### src/rtl/y2_replay_buffer.sv
// -----------------------------------------------------------------------------
// y2_replay_buffer
//
// Ping-pong store for normalised activations (y2). The forward path writes one
// token (hidden_num elements, BEATS = hidden_num/N beats of N lanes) into the
// current write bank. A start pulse from the backward first stage replays the
// oldest stored token as a contiguous y2/y2_valid/y2_last stream with no
// backpressure. Writing the next token overlaps with replaying the previous one.
// Element bit patterns (fp16) are stored and replayed verbatim.
//
// Ports
//   clk        in   rising-edge clock
//   rst        in   synchronous, active-high reset (all outputs 0 while high)
//   wr_data    in   N*bitwidth forward beat, lane k = bits [k*bitwidth +: bitwidth]
//   wr_valid   in   wr_data valid
//   wr_last    in   final beat of a token
//   wr_ready   out  write bank can accept a beat (bank EMPTY or FILLING)
//   start      in   replay request pulse (dz2start)
//   y2         out  replayed beat, zero when y2_valid=0
//   y2_valid   out  replay beat valid
//   y2_last    out  final replay beat of the token
//   full_cnt   out  number of banks FULL or READING (0..2)
//   len_err    out  sticky: wr_last position differed from beat BEATS-1
//   start_err  out  sticky: start while a request was pending or streaming
// -----------------------------------------------------------------------------
module y2_replay_buffer #(
  parameter int bitwidth   = 16,
  parameter int N          = 8,
  parameter int hidden_num = 16
) (
  input  logic                  clk,
  input  logic                  rst,
  input  logic [N*bitwidth-1:0] wr_data,
  input  logic                  wr_valid,
  input  logic                  wr_last,
  output logic                  wr_ready,
  input  logic                  start,
  output logic [N*bitwidth-1:0] y2,
  output logic                  y2_valid,
  output logic                  y2_last,
  output logic [1:0]            full_cnt,
  output logic                  len_err,
  output logic                  start_err
);

  localparam int BEATS  = hidden_num / N;
  localparam int W      = N * bitwidth;
  localparam int CNT_W  = (BEATS > 1) ? $clog2(BEATS) : 1;
  localparam int ADDR_W = $clog2(2 * BEATS);

  generate
    if ((hidden_num % N) != 0 || hidden_num < N) begin : g_bad_cfg
      $error("y2_replay_buffer: hidden_num must be a non-zero multiple of N");
    end
  endgenerate

  typedef enum logic [1:0] {
    B_EMPTY   = 2'd0,
    B_FILLING = 2'd1,
    B_FULL    = 2'd2,
    B_READING = 2'd3
  } bank_state_t;

  typedef enum logic [1:0] {
    RD_IDLE   = 2'd0,
    RD_WAIT   = 2'd1,
    RD_STREAM = 2'd2
  } rd_state_t;

  // Storage: bank b occupies words [b*BEATS, b*BEATS+BEATS-1]. No reset on data.
  logic [W-1:0] mem_q [0:2*BEATS-1];

  // Control state
  bank_state_t bank_q [0:1];
  bank_state_t bank_d [0:1];
  rd_state_t   rd_state_q, rd_state_d;
  logic              wr_ptr_q, wr_ptr_d;
  logic              rd_ptr_q, rd_ptr_d;
  logic [CNT_W-1:0]  wcnt_q, wcnt_d;
  logic [CNT_W-1:0]  rcnt_q, rcnt_d;
  logic [1:0]        full_cnt_q, full_cnt_d;
  logic              len_err_q, len_err_d;
  logic              start_err_q, start_err_d;

  // Read pipeline stage 1 (registered RAM output with its valid/last)
  logic              vld_p1_q, vld_p1_d;
  logic              last_p1_q, last_p1_d;
  logic [W-1:0]      rd_data_p1_q;

  // Combinational helpers
  logic              wr_ready_int;
  logic              wr_accept;
  logic              wr_at_end;
  logic              wr_close;
  logic [ADDR_W-1:0] wr_addr;
  logic              rd_full;
  logic              rd_issue;
  logic              rd_at_end;
  logic [ADDR_W-1:0] rd_addr;

  // ---------------------------------------------------------------------------
  // Write side decode
  // ---------------------------------------------------------------------------
  always_comb begin
    wr_ready_int = (bank_q[wr_ptr_q] == B_EMPTY) || (bank_q[wr_ptr_q] == B_FILLING);
    wr_accept    = wr_valid & wr_ready_int & ~rst;
    wr_at_end    = (wcnt_q == CNT_W'(BEATS - 1));
    wr_close     = wr_accept & (wr_last | wr_at_end);
    wr_addr      = (wr_ptr_q ? ADDR_W'(BEATS) : ADDR_W'(0)) + ADDR_W'(wcnt_q);
  end

  // ---------------------------------------------------------------------------
  // Read side decode: one RAM read issued per STREAM cycle
  // ---------------------------------------------------------------------------
  always_comb begin
    rd_full   = (bank_q[rd_ptr_q] == B_FULL);
    rd_issue  = (rd_state_q == RD_STREAM);
    rd_at_end = (rcnt_q == CNT_W'(BEATS - 1));
    rd_addr   = (rd_ptr_q ? ADDR_W'(BEATS) : ADDR_W'(0)) + ADDR_W'(rcnt_q);
  end

  // ---------------------------------------------------------------------------
  // Next-state logic: bank states, pointers, counters, read FSM, sticky errors
  // ---------------------------------------------------------------------------
  always_comb begin
    bank_d      = bank_q;
    rd_state_d  = rd_state_q;
    wr_ptr_d    = wr_ptr_q;
    rd_ptr_d    = rd_ptr_q;
    wcnt_d      = wcnt_q;
    rcnt_d      = rcnt_q;
    len_err_d   = len_err_q;
    start_err_d = start_err_q;
    vld_p1_d    = rd_issue;
    last_p1_d   = rd_issue & rd_at_end;
    full_cnt_d  = 2'd0;

    // Write bank: a short or long token still closes the bank so the stream
    // side never deadlocks; the mismatch is only flagged.
    if (wr_accept) begin
      if (wr_close) begin
        bank_d[wr_ptr_q] = B_FULL;
        wcnt_d           = '0;
        wr_ptr_d         = ~wr_ptr_q;
        if (wr_last != wr_at_end) begin
          len_err_d = 1'b1;
        end
      end else begin
        bank_d[wr_ptr_q] = B_FILLING;
        wcnt_d           = wcnt_q + CNT_W'(1);
      end
    end

    // Read FSM. A request that arrives before its bank is FULL parks in WAIT
    // rather than being lost; a second request is never queued.
    unique case (rd_state_q)
      RD_IDLE: begin
        if (start) begin
          if (rd_full) begin
            rd_state_d       = RD_STREAM;
            rcnt_d           = '0;
            bank_d[rd_ptr_q] = B_READING;
          end else begin
            rd_state_d = RD_WAIT;
          end
        end
      end
      RD_WAIT: begin
        if (start) begin
          start_err_d = 1'b1;
        end
        if (rd_full) begin
          rd_state_d       = RD_STREAM;
          rcnt_d           = '0;
          bank_d[rd_ptr_q] = B_READING;
        end
      end
      RD_STREAM: begin
        if (start) begin
          start_err_d = 1'b1;
        end
        if (rd_at_end) begin
          rd_state_d = RD_IDLE;
          rcnt_d     = '0;
        end else begin
          rcnt_d = rcnt_q + CNT_W'(1);
        end
      end
      default: begin
        rd_state_d = RD_IDLE;
      end
    endcase

    // Bank is released once its last beat has left the output register. The
    // FSM cannot be entering STREAM on this same bank in this cycle because it
    // was streaming from it one cycle earlier.
    if (last_p1_q) begin
      bank_d[rd_ptr_q] = B_EMPTY;
      rd_ptr_d         = ~rd_ptr_q;
    end

    // Counted from the next bank state so full_cnt stays coherent with wr_ready.
    for (int b = 0; b < 2; b++) begin
      if (bank_d[b] == B_FULL || bank_d[b] == B_READING) begin
        full_cnt_d = full_cnt_d + 2'd1;
      end
    end
  end

  // ---------------------------------------------------------------------------
  // Control registers
  // ---------------------------------------------------------------------------
  always_ff @(posedge clk) begin
    if (rst) begin
      bank_q[0]   <= B_EMPTY;
      bank_q[1]   <= B_EMPTY;
      rd_state_q  <= RD_IDLE;
      wr_ptr_q    <= 1'b0;
      rd_ptr_q    <= 1'b0;
      wcnt_q      <= '0;
      rcnt_q      <= '0;
      full_cnt_q  <= 2'd0;
      len_err_q   <= 1'b0;
      start_err_q <= 1'b0;
      vld_p1_q    <= 1'b0;
      last_p1_q   <= 1'b0;
    end else begin
      bank_q      <= bank_d;
      rd_state_q  <= rd_state_d;
      wr_ptr_q    <= wr_ptr_d;
      rd_ptr_q    <= rd_ptr_d;
      wcnt_q      <= wcnt_d;
      rcnt_q      <= rcnt_d;
      full_cnt_q  <= full_cnt_d;
      len_err_q   <= len_err_d;
      start_err_q <= start_err_d;
      vld_p1_q    <= vld_p1_d;
      last_p1_q   <= last_p1_d;
    end
  end

  // ---------------------------------------------------------------------------
  // Storage: one write port, one registered read port (stage p0 -> p1)
  // ---------------------------------------------------------------------------
  always_ff @(posedge clk) begin
    if (wr_accept) begin
      mem_q[wr_addr] <= wr_data;
    end
  end

  always_ff @(posedge clk) begin
    if (rd_issue) begin
      rd_data_p1_q <= mem_q[rd_addr];
    end
  end

  // ---------------------------------------------------------------------------
  // Outputs: forced to zero while rst is high, data zeroed when not valid
  // ---------------------------------------------------------------------------
  always_comb begin
    wr_ready  = wr_ready_int & ~rst;
    y2_valid  = vld_p1_q & ~rst;
    y2_last   = last_p1_q & ~rst;
    y2        = (vld_p1_q & ~rst) ? rd_data_p1_q : '0;
    full_cnt  = rst ? 2'd0 : full_cnt_q;
    len_err   = len_err_q & ~rst;
    start_err = start_err_q & ~rst;
  end

endmodule

### config.mk
export PLATFORM = sky130hd
export DESIGN_NAME = y2_replay_buffer
export DESIGN_NICKNAME = d
export VERILOG_FILES = /design/src/rtl/y2_replay_buffer.sv
export SDC_FILE = /design/constraint.sdc
export NUM_CORES = 1
export LEC_CHECK = 0
export CAP_MARGIN = 20
export CORE_ASPECT_RATIO = 1.25
export CORE_MARGIN = 5
export CORE_UTILIZATION = 30
export CTS_CLUSTER_SIZE = 20
export DETAILED_ROUTE_END_ITERATION = 8
export GPL_TIMING_DRIVEN = 0
export PLACE_DENSITY_LB_ADDON = 0.08
export RECOVER_POWER = 25
export SKIP_CTS_REPAIR_TIMING = 1
export SLEW_MARGIN = 20
export SYNTH_ARGS = -nofsm -noshare
export SYNTH_HDL_FRONTEND = slang
export SYNTH_SLANG_ARGS = --single-unit
### constraint.sdc
create_clock -name clk -period 21 [get_ports clk]
set_input_delay 3.15 -clock clk [delete_from_list [all_inputs] [get_ports clk]]
set_output_delay 3.15 -clock clk [all_outputs]
set_load 0.01 [all_outputs]
# Yosys cells after proc, flatten, opt, wreduce, memory -nomap -nowiden
# Memories as Yosys holds them, arrays and structs flattened. A register that Yosys moved wholly into a read port is not among the register bits.
# Index checks and enable logic that the tools add are counted.
# W data, S select, Z words.
[op_classes]
order_cmp = 4
eq_ne = 12
n_bitwise = 24
add_sub_neg = 5
muxes = 34
reduce_logical = 14
[ops]
columns = ["operator", "count"]
rows = [
  ["$mux W128", 1],
  ["$mux W2", 16],
  ["$mux W4", 5],
  ["$eq A2 B2 Y1 const B", 6],
  ["$and A1 B1 Y1", 9],
  ["$pmux W4 S2", 1],
  ["$mux W1", 7],
  ["$ne A2 B2 Y1 const B", 3],
  ["$pmux W2 S3", 1],
  ["$reduce_and A2 Y1", 3],
  ["$reduce_and A3 Y1", 2],
  ["$add A2 B1 Y2", 2],
  ["$and A2 B2 Y2", 2],
  ["$and A4 B4 Y4", 1],
  ["$demux W2 S1", 2],
  ["$eq A2 B1 Y1 const B", 2],
  ["$ge A2 B2 Y1 const B", 2],
  ["$logic_not A2 Y1", 2],
  ["$lt A2 B1 Y1 const B", 2],
  ["$not A1 Y2", 2],
  ["$not A2 Y2", 2],
  ["$not A4 Y4", 1],
  ["$or A2 B2 Y2", 2],
  ["$or A4 B4 Y4", 1],
  ["10 further kinds", 16],
]
[totals]
ramBits = 512
wordCells = 106
ff_bits = 16
in_bits = 133
memories = 1
[memory_table]
columns = ["name", "depth", "width", "read_ports", "rd_ports_with_merged_regs", "wr", "line_no", "text"]
rows = [
  ["mem_q", 4, 128, 1, 1, 1, "71", "logic [W-1:0] mem_q [0:2*BEATS-1];"],
]

# Longest topological paths before layout
# Gate-level depths: netlist of run 1.
[depth]
word_depth = 22
depth_mapped = 6

# Least setup slack after synthesis of run 1
# OpenSTA, ideal clock, no wires.
[synth_path]
kind = "input -> register"
start = "in rst"
end = "mem mem_q[1][0] (netlist name), enable pin"
path_stages = 2
path_buffers = 0
slack_ns = 4.667
setup_ns = 0.930
t_arrival_ns = 15.403
path_cell_list = "nand2b_1 > nor4_1"
[synth_between]
elab_chain_len = 4
[synth_rtl]
columns = ["element", "line_no", "text"]
rows = [
  ["start: declaration", "32", "input logic rst,"],
  ["$not A1 Y1", "106", "wr_accept = wr_valid & wr_ready_int & ~rst;"],
  ["$and A1 B1 Y1", "106", ""],
  ["$mux W1", "246", "if (wr_accept) begin"],
  ["$mux W1 (implied by the code)", "247", "mem_q[wr_addr] <= wr_data;"],
  ["end: declaration", "71", ""],
]
# No other way between the ends.

# Worst setup path after layout of run 1
[layout_path]
start = "in rst"
end = "out y2[50]"
[layout_between]
elab_chain_len = 3
[layout_rtl]
columns = ["element", "line_no", "text"]
rows = [
  ["$not A1 Y1", "264", "y2 = (vld_p1_q & ~rst) ? rd_data_p1_q : '0;"],
  ["$and A1 B1 Y1", "264", ""],
  ["$mux W128", "264", ""],
  ["end: declaration", "38", "output logic [N*bitwidth-1:0] y2,"],
]
# No other way between the ends.

==> metrics, run 1 <==
largest vdd supply drop=0.06152 mV; cell repeated most along the worst path=sky130_fd_sc_hd__clkdlybuf4s50_1; clock network latency to the later pin of the worst-skew pair=0.60 ns; routed metal-1 wirelength=22.32 mm; setup repair after global routing missed its margin=no; Total Die Area=86060 sq um; register area share after synthesis=81.15%; number of detailed-routing iterations run before antenna repair=4; standard-cell row count=116; post-synth top area share=79.82%; number of hold-slack violations in the final timing report=0; met3 wire len=3.394 mm; highest net fanout along the worst path=10; number of top-level design ports=268; routed length per instance=22.21 microns; final weighted congestion of routability-driven global placement=0.6725; largest cells by area after synthesis=sky130_fd_sc_hd__edfxtp_1, sky130_fd_sc_hd__mux4_2, sky130_fd_sc_hd__and2_1; critical setup path kind=in2out; drt via density=4.416; total number of vias=11.39k; Clock H-tree levels=3; Top Metal Used=met5; net count after synthesis=1183; share of the cycle needed by the critical path after routing=43.31%; Core ar.=79830 sq um; placed wire-length estimate after detailed placement=37.84 mm; Max transition margin=-78.14%; final antenna-violating net count=0; GRT overflow=0; top_reg_cell synth=sky130_fd_sc_hd__edfxtp_1; met2 WL post-DR=30.49 mm; area growth from synthesis to layout=28.30%; clk sinks=656; data required time at the worst endpoint=17.85 ns; First DRT Iteration DRCs=471; Clock Root Buffer=sky130_fd_sc_hd__clkbuf_16; number of enable-type register cells in the synthesized netlist=640; status=finished with violations; Critical Path Max Stage Delay=0.66 ns; CP Cell Sequence=clkdlybuf4s50_1 -> nor2b_1 -> buf_2 -> clkbuf_1 -> and2_1 -> clkdlybuf4s50_1; post-route DRC violation count=0; layout cells sized above 1=20.86%; cell area reported after detailed placement=28710 sq um; chip height=326.7 microns; library cell with the largest summed area after synthesis=sky130_fd_sc_hd__edfxtp_1; Slowest-stage cell, CP=sky130_fd_sc_hd__clkdlybuf4s50_1; NumNets Final=1596; Yosys warning count=0; Mapped Cells=1046; average size of a mapped cell=23.02 sq um; maximum clock insertion buffer count=3; leakage power figure=9.793 nW; unique cell type count in the Yosys netlist=38; Setup Total Neg Slack=0 ns; antenna violations before repair=9; measured slew at the worst slew-check pin=2.672 ns; gr usage total=13.28%; Routed Wire Length=57.28 mm; cts bufs inserted=72; signal arrival time at the worst endpoint=5.95 ns; failing checks=max-capacitance violations, max-slew violations; Worst Setup End Kind=output pin; post-synthesis sequential element count=656; total non-filler cell area in the finished layout=30890 sq um; initial core utilization=30.16%; maximum capacitance violations=4; async set-reset flop share out of synthesis=0%; clk_skew=0.01269 ns; pin count of the biggest net entering global routing=38; vias in the first global route=12.68k; clock tree from TritonCTS=yes; clock-pin transition on the worst setup and hold timing paths=0.06 ns; FMAX=109.9 MHz; total standard cell area after synthesis=24080 sq um; final number of max-transition violations=136; launching element type of the critical path=primary input; Buffers on Ports=267; post-route total power=2.814 mW; path class of the lowest-slack min-delay path=reg2reg; minimum clock period after layout=9.095 ns; count of endpoints failing setup in the final report=0; Final Util=38.70%; wire length of the first global-routing pass=85.12 mm; power per unit of standard cell area=91.10 nW/um^2; die width=263.4 microns
-- state kept, by name (all words and copies together) (netlist names) --
signal,flops
rd_state_q,2
last_p1_q,1
len_err_q,1
wcnt_q,1
wr_ptr_q,1
rd_ptr_q,1
full_cnt_q,2
mem_q,512
rd_data_p1_q,128
bank_q,4
rcnt_q,1
start_err_q,1
vld_p1_q,1
-- final cells by class --
cell class / count / area, sq um
Antenna cell: 2 / 5.005
Clock buffer: 97 / 1969
Tap cell: 1062 / 1329
Timing Repair Buffer: 339 / 3207
Inverter: 6 / 22.52
Fill cell: 7355 / 48940
Sequential cell: 656 / 19540
Buffer: 48 / 289.0
Clock inverter: 33 / 305.3
Multi-Input combinational cell: 336 / 4225
-- synth_stat cells (6+ instances only) --
cell                         n
sky130_fd_sc_hd__nor2_1     12
sky130_fd_sc_hd__mux4_2    128
sky130_fd_sc_hd__and2_1    131
sky130_fd_sc_hd__a21oi_1     7
sky130_fd_sc_hd__edfxtp_1  640
sky130_fd_sc_hd__inv_1       6
sky130_fd_sc_hd__clkbuf_1   14
sky130_fd_sc_hd__buf_2      18
sky130_fd_sc_hd__nand2_1     6
sky130_fd_sc_hd__buf_6      12
sky130_fd_sc_hd__dfxtp_1    16
sky130_fd_sc_hd__nor2b_1    10
-- power by group --
| part | switching, mW | internal, mW | total, mW | leakage (nW) |
|---|---|---|---|---|
| Clock | 0.498 | 0.731 | 1.23 | 1.11 |
| Combinational | 0.0535 | 0.0508 | 0.104 | 2.75 |
| Sequential | 0.00720 | 1.47 | 1.48 | 5.93 |
| Total | 0.559 | 2.26 | 2.81 | 9.79 |
-- kinds of logic (layout without fill, tap and decap cells) --
family	count (synthesis)	count (layout)	share of synthesized area, %
buf+inv	54	523	1.372
other cells	0	2	0
flops	656	656	81.15
mux	131	131	12.10
compound gates	20	20	0.5145
simple gates	180	180	4.620
fa+ha+maj	4	4	0.2079
xor+xnor	1	1	0.03638
-- per-stage QoR --
step                      instances  setup slack, ns  hold WS [ns]
after floorplan                1046            4.667        0.4290
after global placement         2375           -10.84        0.4502
after detailed placement       2447            11.66        0.4561
after CTS                      2577            11.66        0.4712
after global routing           2577            11.63        0.5190
final                          2579            11.90        0.4655
-- final timing paths --
kind                                     end  slack [ns]  depth (start not counted)                        from
setup / recovery                      y2[50]       11.90                          6                         rst
hold reg to reg     start_err_q$_SDFFE_PP0P_        0.47                          2    start_err_q$_SDFFE_PP0P_
hold / removal      start_err_q$_SDFFE_PP0P_        0.47                          2    start_err_q$_SDFFE_PP0P_
setup reg to reg  rd_data_p1_q[73]$_DFFE_PP_       14.80                          4  rd_state_q[0]$_SDFFE_PP0P_
-- metal layers --
metal / vias to the layer above / track usage [%]
met5: - / 0
met4: 6 / 3.427
met3: 84 / 3.736
met2: 277 / 24.07
met1: 5925 / 15.56
li1: 5096 / -
-- cells in the final DEF (no fill, tap or decap), types with 2 or more instances in the layout --
| master | netlist | layout |
|---|---|---|
| sky130_fd_sc_hd__nand2b_1 | 4 | 4 |
| sky130_fd_sc_hd__clkdlybuf4s50_1 | 0 | 240 |
| sky130_fd_sc_hd__or3_1 | 3 | 3 |
| sky130_fd_sc_hd__dlygate4sd3_1 | 0 | 27 |
| sky130_fd_sc_hd__clkbuf_16 | 0 | 75 |
| sky130_fd_sc_hd__o21ai_0 | 3 | 3 |
| sky130_fd_sc_hd__nor3b_2 | 2 | 2 |
| sky130_fd_sc_hd__buf_6 | 12 | 12 |
| sky130_fd_sc_hd__buf_4 | 4 | 21 |
| sky130_fd_sc_hd__nor3_1 | 3 | 3 |
| sky130_fd_sc_hd__buf_16 | 0 | 6 |
| sky130_fd_sc_hd__and2_1 | 131 | 129 |
| sky130_fd_sc_hd__nor2b_1 | 10 | 10 |
| sky130_fd_sc_hd__clkinv_1 | 0 | 17 |
| sky130_fd_sc_hd__a31oi_1 | 2 | 2 |
| sky130_fd_sc_hd__bufinv_16 | 0 | 6 |
| sky130_fd_sc_hd__clkinv_2 | 0 | 7 |
| sky130_fd_sc_hd__clkbuf_1 | 14 | 53 |
| sky130_fd_sc_hd__ha_1 | 4 | 4 |
| sky130_fd_sc_hd__diode_2 | 0 | 2 |
| sky130_fd_sc_hd__buf_2 | 18 | 49 |
| sky130_fd_sc_hd__nor4_2 | 0 | 2 |
| sky130_fd_sc_hd__mux2i_1 | 3 | 3 |
| sky130_fd_sc_hd__mux4_2 | 128 | 128 |
| sky130_fd_sc_hd__a21oi_1 | 7 | 7 |
| sky130_fd_sc_hd__inv_1 | 6 | 6 |
| sky130_fd_sc_hd__and2_4 | 0 | 2 |
| sky130_fd_sc_hd__edfxtp_1 | 640 | 640 |
| sky130_fd_sc_hd__dfxtp_1 | 16 | 16 |
| sky130_fd_sc_hd__nand2_1 | 6 | 6 |
| sky130_fd_sc_hd__inv_6 | 0 | 3 |
| sky130_fd_sc_hd__nor2_1 | 12 | 12 |
-- critical path: cells and delay by family --
kind / cells / cell delay, ns
buffers and inverters: 4 / 2.29
and+or+nand+nor: 2 / 0.48
Note: power is estimated with default switching activity, not from simulation.
==> run 2: changes to the inputs <==
==> constraint.sdc (replaced) <==
create_clock -name clk -period 9.5 [get_ports clk]
set_input_delay 1.425 -clock clk [delete_from_list [all_inputs] [get_ports clk]]
set_output_delay 1.425 -clock clk [all_outputs]
set_load 0.01 [all_outputs]
==> run 2 against run 1 <==
Net effect:
- the flow still finishes with violations (max-capacitance violations, max-slew violations)
- flip-flop and latch count unchanged
- first-iteration DRC count rose by 0.64%
- worst setup slack worse by 8.0 ns
- sequential power rose by 120%
==> metrics, run 2 (same netlist as run 1, synthesis figures left out) <==
minimum clock period after layout=5.641 ns; leakage power figure=9.903 nW; CP Cell Sequence=clkdlybuf4s50_1 -> nor2b_1 -> buf_2 -> clkbuf_1 -> and2_1 -> clkdlybuf4s50_1; signal arrival time at the worst endpoint=4.22 ns; Critical Path Max Stage Delay=0.66 ns; number of detailed-routing iterations run before antenna repair=5; Max transition margin=-28.82%; share of the cycle needed by the critical path after routing=59.38%; commonest non-fill, non-tap cell in the layout=sky130_fd_sc_hd__edfxtp_1; placed wire-length estimate after detailed placement=37.84 mm; clock tree from TritonCTS=yes; die width=263.4 microns; Worst Hold Path EP=start_err_q$_SDFFE_PP0P_; measured slew at the worst slew-check pin=1.932 ns; FMAX=177.3 MHz; chip height=326.7 microns; startpoint of the worst register-to-register path=bank_q[3]$_SDFF_PP0_; Worst Setup Slack post-DPL=3.613 ns; total number of vias=11.43k; setup repair after global routing missed its margin=no; GRT overflow=0; Setup Total Neg Slack=0 ns; routed length per instance=22.19 microns; worst-case setup margin in the final layout=3.859 ns; global-route track usage on met3=3.736%; length in cells of the worst reg-to-reg path=11; Hold Startpoint=start_err_q$_SDFFE_PP0P_; Biggest register=mem_q; largest vdd supply drop=0.1354 mV; highest net fanout along the worst path=10; final antenna-violating net count=0; maximum capacitance violations=1; Clock Root Buffer=sky130_fd_sc_hd__clkbuf_16; registers with the highest flip-flop counts=mem_q: 512 flops, rd_data_p1_q: 128 flops, bank_q: 4 flops; NumNets Final=1596; number of top-level design ports=268; Top Usage Layer GRT=met2; global routing met1 resource utilization=15.56%; maximum clock insertion buffer count=3; cts bufs inserted=72; First DRT Iteration DRCs=474; capturing point of the worst reg2reg path=mem_q[0][36]$_DFFE_PP_; Buffers on Ports=267; cell depth of the worst min-delay path=2; Worst Setup End Kind=output pin; Clock H-tree levels=3; data required time at the worst endpoint=8.08 ns; final number of max-transition violations=30; area growth from synthesis to layout=28.65%; final weighted congestion of routability-driven global placement=0.6725; most frequent cells in the layout=sky130_fd_sc_hd__edfxtp_1, sky130_fd_sc_hd__clkdlybuf4s50_1, sky130_fd_sc_hd__and2_1; met2 Resource Use GR=24.07%; Slowest-stage cell, CP=sky130_fd_sc_hd__clkdlybuf4s50_1; failing checks=max-capacitance violations, max-slew violations; flop2flop setup slack=6.24 ns; post-route total power=6.216 mW; status=finished with violations; number of flip-flops under the largest register name=512; cell repeated most along the worst path=sky130_fd_sc_hd__clkdlybuf4s50_1; clock-pin transition on the worst setup and hold timing paths=0.06 ns; wire length of the first global-routing pass=85.12 mm; count of endpoints failing setup in the final report=0; layout cells sized above 1=22.05%; launching element type of the critical path=primary input; antenna violations before repair=20; Routed Wire Length=57.26 mm; pin count of the biggest net entering global routing=38; gr usage total=13.28%; clock network latency to the later pin of the worst-skew pair=0.60 ns; Core ar.=79830 sq um; Total Die Area=86060 sq um; standard-cell row count=116; post-route DRC violation count=0; number of hold-slack violations in the final timing report=0; initial core utilization=30.16%; power per unit of standard cell area=200.7 nW/um^2; critical setup path kind=in2out; clk sinks=656; path class of the lowest-slack min-delay path=reg2reg; vias in the first global route=12.68k; clk_skew=0.01305 ns; drt via density=4.431
run 2: cell count changes in the layout (fill, tap and decap cells not counted), sizes merged:
cell and delta:
diode +1, clkbuf -18, clkdlybuf4s50 -60, buf +18, dlygate4sd3 +60
run 2: routing by layer:
| metal | part of all wire, % | wire (microns) |
|---|---|---|
| met1 | 39 | 22330 |
| met2 | 53 | 30390 |
| met3 | 5.9 | 3374 |
| met4 | 2.0 | 1144 |
| met5 | 0.047 | 27 |
run 2: worst max-delay path by stage:
stage / from / endpoint / slack (ns)
6_report: rst / y2[50] / 3.86
5_1_grt: rst / y2[51] / 3.58
4_1_cts: rst / y2[50] / 3.61
3_5_place_dp: rst / y2[50] / 3.61
3_3_place_gp: rst / mem_q[0][72]$_DFFE_PP_ / -20.62
2_1_floorplan: rst / mem_q[1][0]$_DFFE_PP_ / -5.11
run 2: layout make-up:
type / instances / area, sq um
tap: 1062 / 1329
clock buffer: 97 / 1969
multi-input combinational: 336 / 4225
inverter: 6 / 22.52
buffer: 48 / 307.8
fill: 7336 / 48850
sequential: 656 / 19540
antenna: 3 / 7.507
timing repair buffer: 339 / 3271
clock inverter: 33 / 305.3
run 2: metrics by stage:
| step | hold slack, ns | util (%) | instances | instance area (sq um) |
|---|---|---|---|---|
| final | 0.4652 | 38.80 | 2580 | 30980 |
| after global routing | 0.5190 | 38.79 | 2577 | 30970 |
| after CTS | 0.4712 | 38.81 | 2577 | 30980 |
| after detailed placement | 0.4561 | 35.96 | 2447 | 28710 |
| after global placement | 0.4502 | 35.17 | 2375 | 28080 |
| after floorplan | 0.4290 | - | 1046 | 24080 |
run 2: worst max-delay path, delay by kind of cell:
kind | cells | cell delay [ns]
buffers and inverters | 4 | 2.28
and+or+nand+nor | 2 | 0.49
run 2: power breakdown:
group / switching [mW] / leakage [nW] / internal, mW
logic: 0.119 / 2.86 / 0.110
registers: 0.0160 / 5.93 / 3.26
clock network: 1.10 / 1.11 / 1.61
total: 1.23 / 9.90 / 4.98
==> run 3: changes to the inputs <==
==> constraint.sdc (replaced) <==
create_clock -name clk -period 4.75 [get_ports clk]
set_input_delay 0.7125 -clock clk [delete_from_list [all_inputs] [get_ports clk]]
set_output_delay 0.7125 -clock clk [all_outputs]
set_load 0.01 [all_outputs]
==> run 3 against run 2 <==
Net effect:
- critical endpoint is now y2[52]
- via count down 0.67%
- sequential share of layout area decreased by 0.14 points
- critical path type unchanged
- the flow now finishes without violations
- hold slack worse by 0.0055 ns
- clock skew fell by 0.00072 ns
- cell count shrank 0.74%
==> metrics, run 3 (same netlist as run 1, synthesis figures left out) <==
Filler cells=7317; gr usage total=13.14%; minimum clock period after layout=4.222 ns; pin count of the biggest net entering global routing=39; path class of the lowest-slack min-delay path=reg2reg; Total Die Area=86060 sq um; Worst Setup End Kind=output pin; total non-filler cell area in the finished layout=31040 sq um; Routed Wire Length=57.32 mm; final weighted congestion of routability-driven global placement=0.6754; capturing point of the worst reg2reg path=mem_q[1][81]$_DFFE_PP_; Clock Root Buffer=sky130_fd_sc_hd__clkbuf_16; length in cells of the worst reg-to-reg path=8; registers with the highest flip-flop counts=mem_q: 512 flops, rd_data_p1_q: 128 flops, bank_q: 4 flops; clk sinks=656; highest net fanout along the worst path=10; power per unit of standard cell area=400.4 nW/um^2; Core ar.=79830 sq um; antenna violations before repair=26; setup repair after global routing missed its margin=no; measured slew at the worst slew-check pin=0.7623 ns; total number of vias=11.35k; Setup Total Neg Slack=0 ns; cell area reported after detailed placement=28760 sq um; Hold Startpoint=start_err_q$_SDFFE_PP0P_; cts bufs inserted=73; final number of max-transition violations=0; number of hold-slack violations in the final timing report=0; First DRT Iteration DRCs=535; placed wire-length estimate after detailed placement=37.37 mm; chip height=326.7 microns; clock tree from TritonCTS=yes; cell depth of the worst min-delay path=2; layout cells sized above 1=21.33%; routed length per instance=22.38 microns; vias in the first global route=12.51k; most frequent cells in the layout=sky130_fd_sc_hd__edfxtp_1, sky130_fd_sc_hd__clkdlybuf4s50_1, sky130_fd_sc_hd__and2_1; GRT overflow=0; worst hold slack after final layout=0.4596 ns; Max transition margin=48.80%; standard-cell row count=116; initial core utilization=30.16%; maximum capacitance violations=0; startpoint of the worst register-to-register path=wcnt_q$_SDFFE_PP0N_; FMAX=236.9 MHz; clock-pin transition on the worst setup and hold timing paths=0.06 ns; clk_skew=0.01233 ns; data required time at the worst endpoint=4.04 ns; Buffers on Ports=267; wire length of the first global-routing pass=84.17 mm; launching element type of the critical path=primary input; clock network latency to the later pin of the worst-skew pair=0.61 ns; die width=263.4 microns; leakage power figure=9.812 nW; Worst Hold Path EP=start_err_q$_SDFFE_PP0P_; NumNets Final=1570; area growth from synthesis to layout=28.94%; final antenna-violating net count=0; flop2flop setup slack=2.06 ns; largest vdd supply drop=0.2956 mV; status=completed; commonest non-fill, non-tap cell in the layout=sky130_fd_sc_hd__edfxtp_1; signal arrival time at the worst endpoint=3.51 ns; Clock H-tree levels=3; Final Util=38.89%; number of top-level design ports=268; number of flip-flops under the largest register name=512; number of detailed-routing iterations run before antenna repair=4; drt via density=4.433; Biggest register=mem_q; count of endpoints failing setup in the final report=0; maximum clock insertion buffer count=3; post-route DRC violation count=0; critical setup path kind=in2out; share of the cycle needed by the critical path after routing=88.88%
[run 3: changes by cell type in the layout (fill, tap and decap cells not counted), sizes merged]
cell / delta
buf: -27
clkinv: +7
clkdlybuf4s50: -5
diode: +5
dlygate4sd3: +5
clkbuf: -4
bufinv: -2
inv: +2
[run 3: per-stage QoR]
stage               cells  power (mW)  setup slack [ns]
finish               2561       12.43            0.5284
global route         2555       12.91            0.2281
CTS                  2553       12.67            0.3368
detailed placement   2420       7.169            0.3493
global placement     2375       7.152            -6.048
floorplan            1046       6.867           -0.6366
[run 3: power breakdown]
group	internal, mW	switching, mW	leakage [nW]
sequential	6.51	0.0330	5.93
clock	3.13	2.29	1.12
combinational	0.227	0.240	2.76
total	9.87	2.56	9.81
[run 3: critical path, stage by stage]
cell and delay (ns):
sky130_fd_sc_hd__clkdlybuf4s50_1 0.60, sky130_fd_sc_hd__nor2b_1 0.27, sky130_fd_sc_hd__buf_2 0.55, sky130_fd_sc_hd__clkbuf_1 0.49, sky130_fd_sc_hd__and2_1 0.21, sky130_fd_sc_hd__clkdlybuf4s50_1 0.66
[run 3: layer usage]
layer	track usage [%]	part of all wire, %	vias up
li1	-	-	5055
met1	15.18	39	5901
met2	23.50	53	270
met3	4.143	5.9	116
met4	3.823	2.1	12
met5	0	0.14	-
[run 3: cell type report]
type                            count  area [sq um]  area share [%]
Inverter                            6         22.52         0.07255
Multi-Input combinational cell    336          4263           13.73
Clock inverter                     40         324.1           1.044
Buffer                             48         307.8          0.9915
Tap cell                         1062          1329           4.280
Clock buffer                       93          1944           6.263
Antenna cell                        8         20.02         0.06448
Timing Repair Buffer              312          3296           10.62
Sequential cell                   656         19540           62.94
[run 3: how the worst max path moves through the flow]
stage	startpoint	to	slack, ns	depth (start not counted)
floorplan	rst	mem_q[0][0]$_DFFE_PP_	-0.64	2
global placement	rst	mem_q[0][70]$_DFFE_PP_	-6.05	3
detailed placement	rst	y2[52]	0.35	6
CTS	rst	y2[52]	0.34	6
global route	rst	y2[52]	0.23	6
finish	rst	y2[52]	0.53	6
